### config.mk
export PLATFORM = sky130hd
export DESIGN_NAME = bus_arbiter
export DESIGN_NICKNAME = d
export VERILOG_FILES = /design/src/rtl/bus_arbiter.sv
export SDC_FILE = /design/constraint.sdc
export NUM_CORES = 1
export LEC_CHECK = 0
export BUFFER_PORTS_ARGS = -buffer_cell sky130_fd_sc_hd__buf_4
export CAP_MARGIN = 10
export CELL_PAD_IN_SITES_DETAIL_PLACEMENT = 2
export CELL_PAD_IN_SITES_GLOBAL_PLACEMENT = 2
export CORE_UTILIZATION = 16
export DETAILED_ROUTE_END_ITERATION = 12
export GPL_ROUTABILITY_DRIVEN = 1
export GPL_TIMING_DRIVEN = 1
export PLACE_DENSITY = 0.95
export RECOVER_POWER = 100
export SKIP_LAST_GASP = 1
export SLEW_MARGIN = 0
export SYNTH_ARGS = -nofsm -noshare
export SYNTH_HDL_FRONTEND = slang
export SYNTH_SLANG_ARGS = --single-unit
### constraint.sdc
create_clock -name clk -period 3.9 [get_ports clk]
set_clock_uncertainty 0.15 [all_clocks]
set_input_delay 0.78 -clock clk [delete_from_list [all_inputs] [get_ports clk]]
set_output_delay 0.78 -clock clk [all_outputs]
set_load 0.03 [all_outputs]
### src/rtl/bus_arbiter.sv
// Two-master to one-slave bus arbiter with a per-transfer timeout abort.
// Define BUS_ARB_ROUND_ROBIN_EN for round-robin tie-breaking; fixed m0 priority otherwise.

`ifndef MEM_ACCESS_T
`define MEM_ACCESS_T logic [1:0]
`endif
`ifndef MEM_ACCESS_NONE
`define MEM_ACCESS_NONE 2'b00
`endif
`ifndef MEM_LEN
`define MEM_LEN logic [1:0]
`endif

// state | meaning
// IDLE  | no transfer in flight; arbitrate and forward the winner combinationally
// BUSY  | transfer in flight for the latched grant; wait for s_ready or timeout
module bus_arbiter #(
   parameter logic [7:0] TIMEOUT = 8'd255
) (
   input  logic         clk,
   input  logic         res,
   input  logic [31:0]  m0_addr,
   input  `MEM_ACCESS_T m0_accessType,
   input  `MEM_LEN      m0_memLen,
   input  logic [31:0]  m0_wdata,
   output logic [31:0]  m0_rdata,
   output logic         m0_ready,
   output logic         m0_err,
   input  logic [31:0]  m1_addr,
   input  `MEM_ACCESS_T m1_accessType,
   input  `MEM_LEN      m1_memLen,
   input  logic [31:0]  m1_wdata,
   output logic [31:0]  m1_rdata,
   output logic         m1_ready,
   output logic         m1_err,
   output logic [31:0]  s_addr,
   output `MEM_ACCESS_T s_accessType,
   output `MEM_LEN      s_memLen,
   output logic [31:0]  s_wdata,
   input  logic [31:0]  s_rdata,
   input  logic         s_ready,
   output logic [1:0]   grant
);

   typedef enum logic {IDLE, BUSY} state_t;

   localparam logic [7:0] LAST_COUNT = TIMEOUT - 8'd1;

   state_t     state;
   logic [7:0] counter;
   logic       m0Req;
   logic       m1Req;
   logic       pickM1;
   logic       selM1;
   logic       active;
   logic       timeoutHit;
   logic       readyAny;

   assign m0Req = (m0_accessType != `MEM_ACCESS_NONE);
   assign m1Req = (m1_accessType != `MEM_ACCESS_NONE);

`ifdef BUS_ARB_ROUND_ROBIN_EN
   logic lastM1;
   // On a tie the master that was not served last takes the bus.
   assign pickM1 = m1Req & (~m0Req | ~lastM1);
`else
   assign pickM1 = m1Req & ~m0Req;
`endif

   assign selM1  = (state == BUSY) ? grant[1] : pickM1;
   // In BUSY only the granted master counts; dropping its request aborts silently.
   assign active = (state == IDLE) ? (m0Req | m1Req) : (selM1 ? m1Req : m0Req);

   assign timeoutHit = (state == BUSY) && active && !s_ready && (counter == LAST_COUNT);
   assign readyAny   = !res && active && (s_ready || timeoutHit);

   assign s_addr       = selM1 ? m1_addr   : m0_addr;
   assign s_memLen     = selM1 ? m1_memLen : m0_memLen;
   assign s_wdata      = selM1 ? m1_wdata  : m0_wdata;
   assign s_accessType = (res || timeoutHit) ? `MEM_ACCESS_NONE
                                             : (selM1 ? m1_accessType : m0_accessType);

   assign m0_ready = readyAny & ~selM1;
   assign m1_ready = readyAny &  selM1;
   assign m0_err   = !res && timeoutHit && !selM1;
   assign m1_err   = !res && timeoutHit &&  selM1;

   assign m0_rdata = s_rdata;
   assign m1_rdata = s_rdata;

   always_ff @(posedge clk or posedge res) begin
      if (res) begin
         state   <= IDLE;
         grant   <= 2'b00;
         counter <= 8'd0;
`ifdef BUS_ARB_ROUND_ROBIN_EN
         lastM1  <= 1'b1;
`endif
      end else begin
         case (state)
            IDLE: begin
               if (active && !s_ready) begin
                  state   <= BUSY;
                  grant   <= pickM1 ? 2'b10 : 2'b01;
                  counter <= 8'd0;
               end
`ifdef BUS_ARB_ROUND_ROBIN_EN
               if (active && s_ready) begin
                  lastM1 <= pickM1;
               end
`endif
            end
            BUSY: begin
               if (!active) begin
                  state <= IDLE;
                  grant <= 2'b00;
               end else if (s_ready || timeoutHit) begin
                  state <= IDLE;
                  grant <= 2'b00;
`ifdef BUS_ARB_ROUND_ROBIN_EN
                  lastM1 <= grant[1];
`endif
               end else begin
                  counter <= counter + 8'd1;
               end
            end
            default: begin
               state <= IDLE;
               grant <= 2'b00;
            end
         endcase
      end
   end

endmodule

==> impl_metrics.tcl <==
set metrics [dict create \
    ios 309 \
    fmaxAchievable_mhz 279 \
    report.final.slew_viol_count 0 \
    cp_max_fo 5 \
    min_delay_path_class "register to register" \
    avg_synthesized_cell_area_um2 10.3 \
    critical_path.cell_chain "clkbuf_1 > or2_0 > o21ai_1 > a2111oi_1 > nor3b_1 > buf_4" \
    drt-wirelength-per-cell_um 22.7 \
    antenna_cells 0 \
    worst_slew_margin_rel 0.187 \
    antenna_left 0 \
    crit-reg2reg-launch "state" \
    floorplan.die.height_um 123 \
    slowest_cell_on_the_critical_path "sky130_fd_sc_hd__a2111oi_1" \
    power_density_mw_per_mm2 248 \
    clk_tree_root_cell "sky130_fd_sc_hd__clkbuf_16" \
    static-leakage-power_uw 0.00163 \
    drive_above_1_share 0.577 \
    timing.hold.worst.start "counter[0]" \
    status "finished clean" \
    crit_end_category "primary output" \
    dieWidth_um 123 \
    hold_path_depth 1 \
    worstSetupPathType "input port to primary output" \
    routed_wirelength_um 12600 \
    grt_max_degree 21 \
    grt_pass1_vias 2709 \
    cts.htree.levels 1 \
    wire_length_of_the_first_global_routing_pass_um 17100 \
    post_drt_via_cell_ratio 4.26 \
    areaGrowthSynthToFinish_pct 46.2 \
    rows 43 \
    unrepaired_setup_endpoints_after_global_routing "no" \
    worst_ir_drop_vdd_v 0.0000995 \
    final_nets 550 \
    place_hpwl_um 11300 \
    gr-total-overflow 0 \
    cts_hold_repair.buffers 0 \
    synthesis.instances 228 \
    total_setup_violations_reported_at_the_end_of_the_flow 0 \
    maxCapViolations 0 \
    fin_crit_share 0.919 \
    layout_commonest_cell "sky130_fd_sc_hd__buf_4" \
    r2r_slack_ns 1.50 \
    final_period_minus_worst_setup_slack_ns 3.59 \
    first_pass_iteration_count_of_the_detailed_router 4 \
    yosysWarningCount 0 \
    post_cts_resized 0 \
    reg2reg_depth 4 \
    cts_tree "yes" \
    cts.clk_slew.worst_paths_ns 0.04 \
    synthesis.area_mm2 0.00235 \
    synth_enable_flop_cells 0 \
    drt_drc_violations_left 0 \
    drc_marker_count_from_the_first_detailed_route_iteration 26 \
    portBuffers 212 \
    timing_worst_slew_pin_value_ns 1.21 \
    final_cell_mix "sky130_fd_sc_hd__buf_4 (190), sky130_fd_sc_hd__mux2_1 (49), sky130_fd_sc_hd__clkbuf_1 (27)" \
    critical_path_arrival_ns 2.66 \
    numCtsBuffers 3 \
    die-area_mm2 0.0152 \
    slowest_delay_ns 0.83 \
    dpl_cell_area_mm2 0.00365 \
    insertion_delay_ns 0.24 \
    final_instance_area_mm2 0.00344 \
    vias 2368 \
    worst_hold_slack_ns 0.403 \
    gp_congestion 0.876 \
    number_of_antenna_violations_at_the_first_check_in_global_routing 0 \
    yosysSeqAreaShare 0.117 \
    start_util 0.167 \
    startpoint_class "input port" \
    synth.distinct_cells 40 \
    setup_total_negative_slack_ns 0 \
    synth-async-reset-ratio 1.00 \
    synth_nets 401 \
    grtUsageTotal 0.157 \
    postCtsSetupBuffers 0 \
    design.core.area_mm2 0.0141 \
    hold_end "counter[0]" \
    final-hold-violation-count 0 \
    yosys_register_bits 11 \
    clkSinkCount 11 \
    worst_ep_required_time_ns 2.97 \
    power.total_uw 852 \
    worst_r2r_endpoint "counter[1]" \
    top_flip_flop_cell_by_instance_count_after_synthesis "sky130_fd_sc_hd__dfrtp_1" \
    cts_max_path_buffers 2 \
]
[worst max path at each step]
stage	start	endpoint	slack [ns]	cells past startpoint
2_1_floorplan	m0_accessType[0]	s_accessType[0]	0.82	6
3_3_place_gp	m0_accessType[0]	s_wdata[15]	0.54	6
3_5_place_dp	m0_accessType[0]	s_wdata[15]	0.50	6
4_1_cts	m0_accessType[0]	s_wdata[15]	0.49	6
5_1_grt	m1_accessType[1]	m0_err	0.21	6
6_report	m1_accessType[1]	m0_err	0.31	6
[logic make-up after synthesis]
group,after synthesis,synth area share
buffers and inverters,80,0.262
AND/OR/NAND/NOR,37,0.0910
flip-flops,11,0.117
AO/OA/AOI/OAI,31,0.103
multiplexers,67,0.416
adder cells (fa/ha/maj),2,0.0106
[power by group]
group / total [uW] / switching (uW) / leakage, uW / internal, uW
clock network: 188 / 50.7 / 0.0000382 / 137
registers: 137 / 13.9 / 0.000148 / 123
logic: 527 / 293 / 0.00144 / 234
[metal layers]
layer / vias up / part of all wire / global-route usage
met1: 1130 / 0.33 / 0.155
met2: 173 / 0.53 / 0.308
met3: 12 / 0.12 / 0.0618
met5: - / 0 / 0
li1: 1053 / - / -
met4: 0 / 0.018 / 0.0241
[Yosys cell counts, drive strengths merged, types with 2 or more instances]
library cell	number	area, um2
buf	74	593
mux2	66	968
dfrtp	11	275
o21ai	8	47.5
nand2	7	26.3
o211ai	7	57.6
inv	6	22.5
nor2	6	22.5
a21oi	4	27.5
nor3	4	20.0
and3	3	18.8
or3	3	18.8
a22oi	2	15.0
and4	2	17.5
ha	2	25.0
nand2b	2	12.5
nand4	2	12.5
o32ai	2	17.5
or4	2	15.0
[critical path, delay by kind of cell]
kind                   cells  cell delay [ns]
AND/OR/NAND/NOR            2             0.59
AO/OA/AOI/OAI              2             0.96
buffers and inverters      2             0.33
[final cells by class]
class                           count  area [um2]
Fill cell                        1669       10700
Sequential cell                    11         275
Clock buffer                        4        78.8
Timing Repair Buffer              218        1550
Multi-Input combinational cell    137        1280
Inverter                            6        22.5
Tap cell                          180         225
[state kept, by name, indices dropped and copies added (netlist names)]
| register | count |
|---|---|
| state | 1 |
| grant | 2 |
| counter | 8 |
[stage by stage]
| step | setup WS, ns | util | cells |
|---|---|---|---|
| after floorplan | 0.824 | - | 228 |
| after global placement | 0.535 | 0.259 | 552 |
| after detailed placement | 0.501 | 0.259 | 552 |
| after CTS | 0.493 | 0.265 | 556 |
| after global routing | 0.215 | 0.244 | 556 |
| final | 0.315 | 0.244 | 556 |
Note: power is estimated with default switching activity, not from simulation.
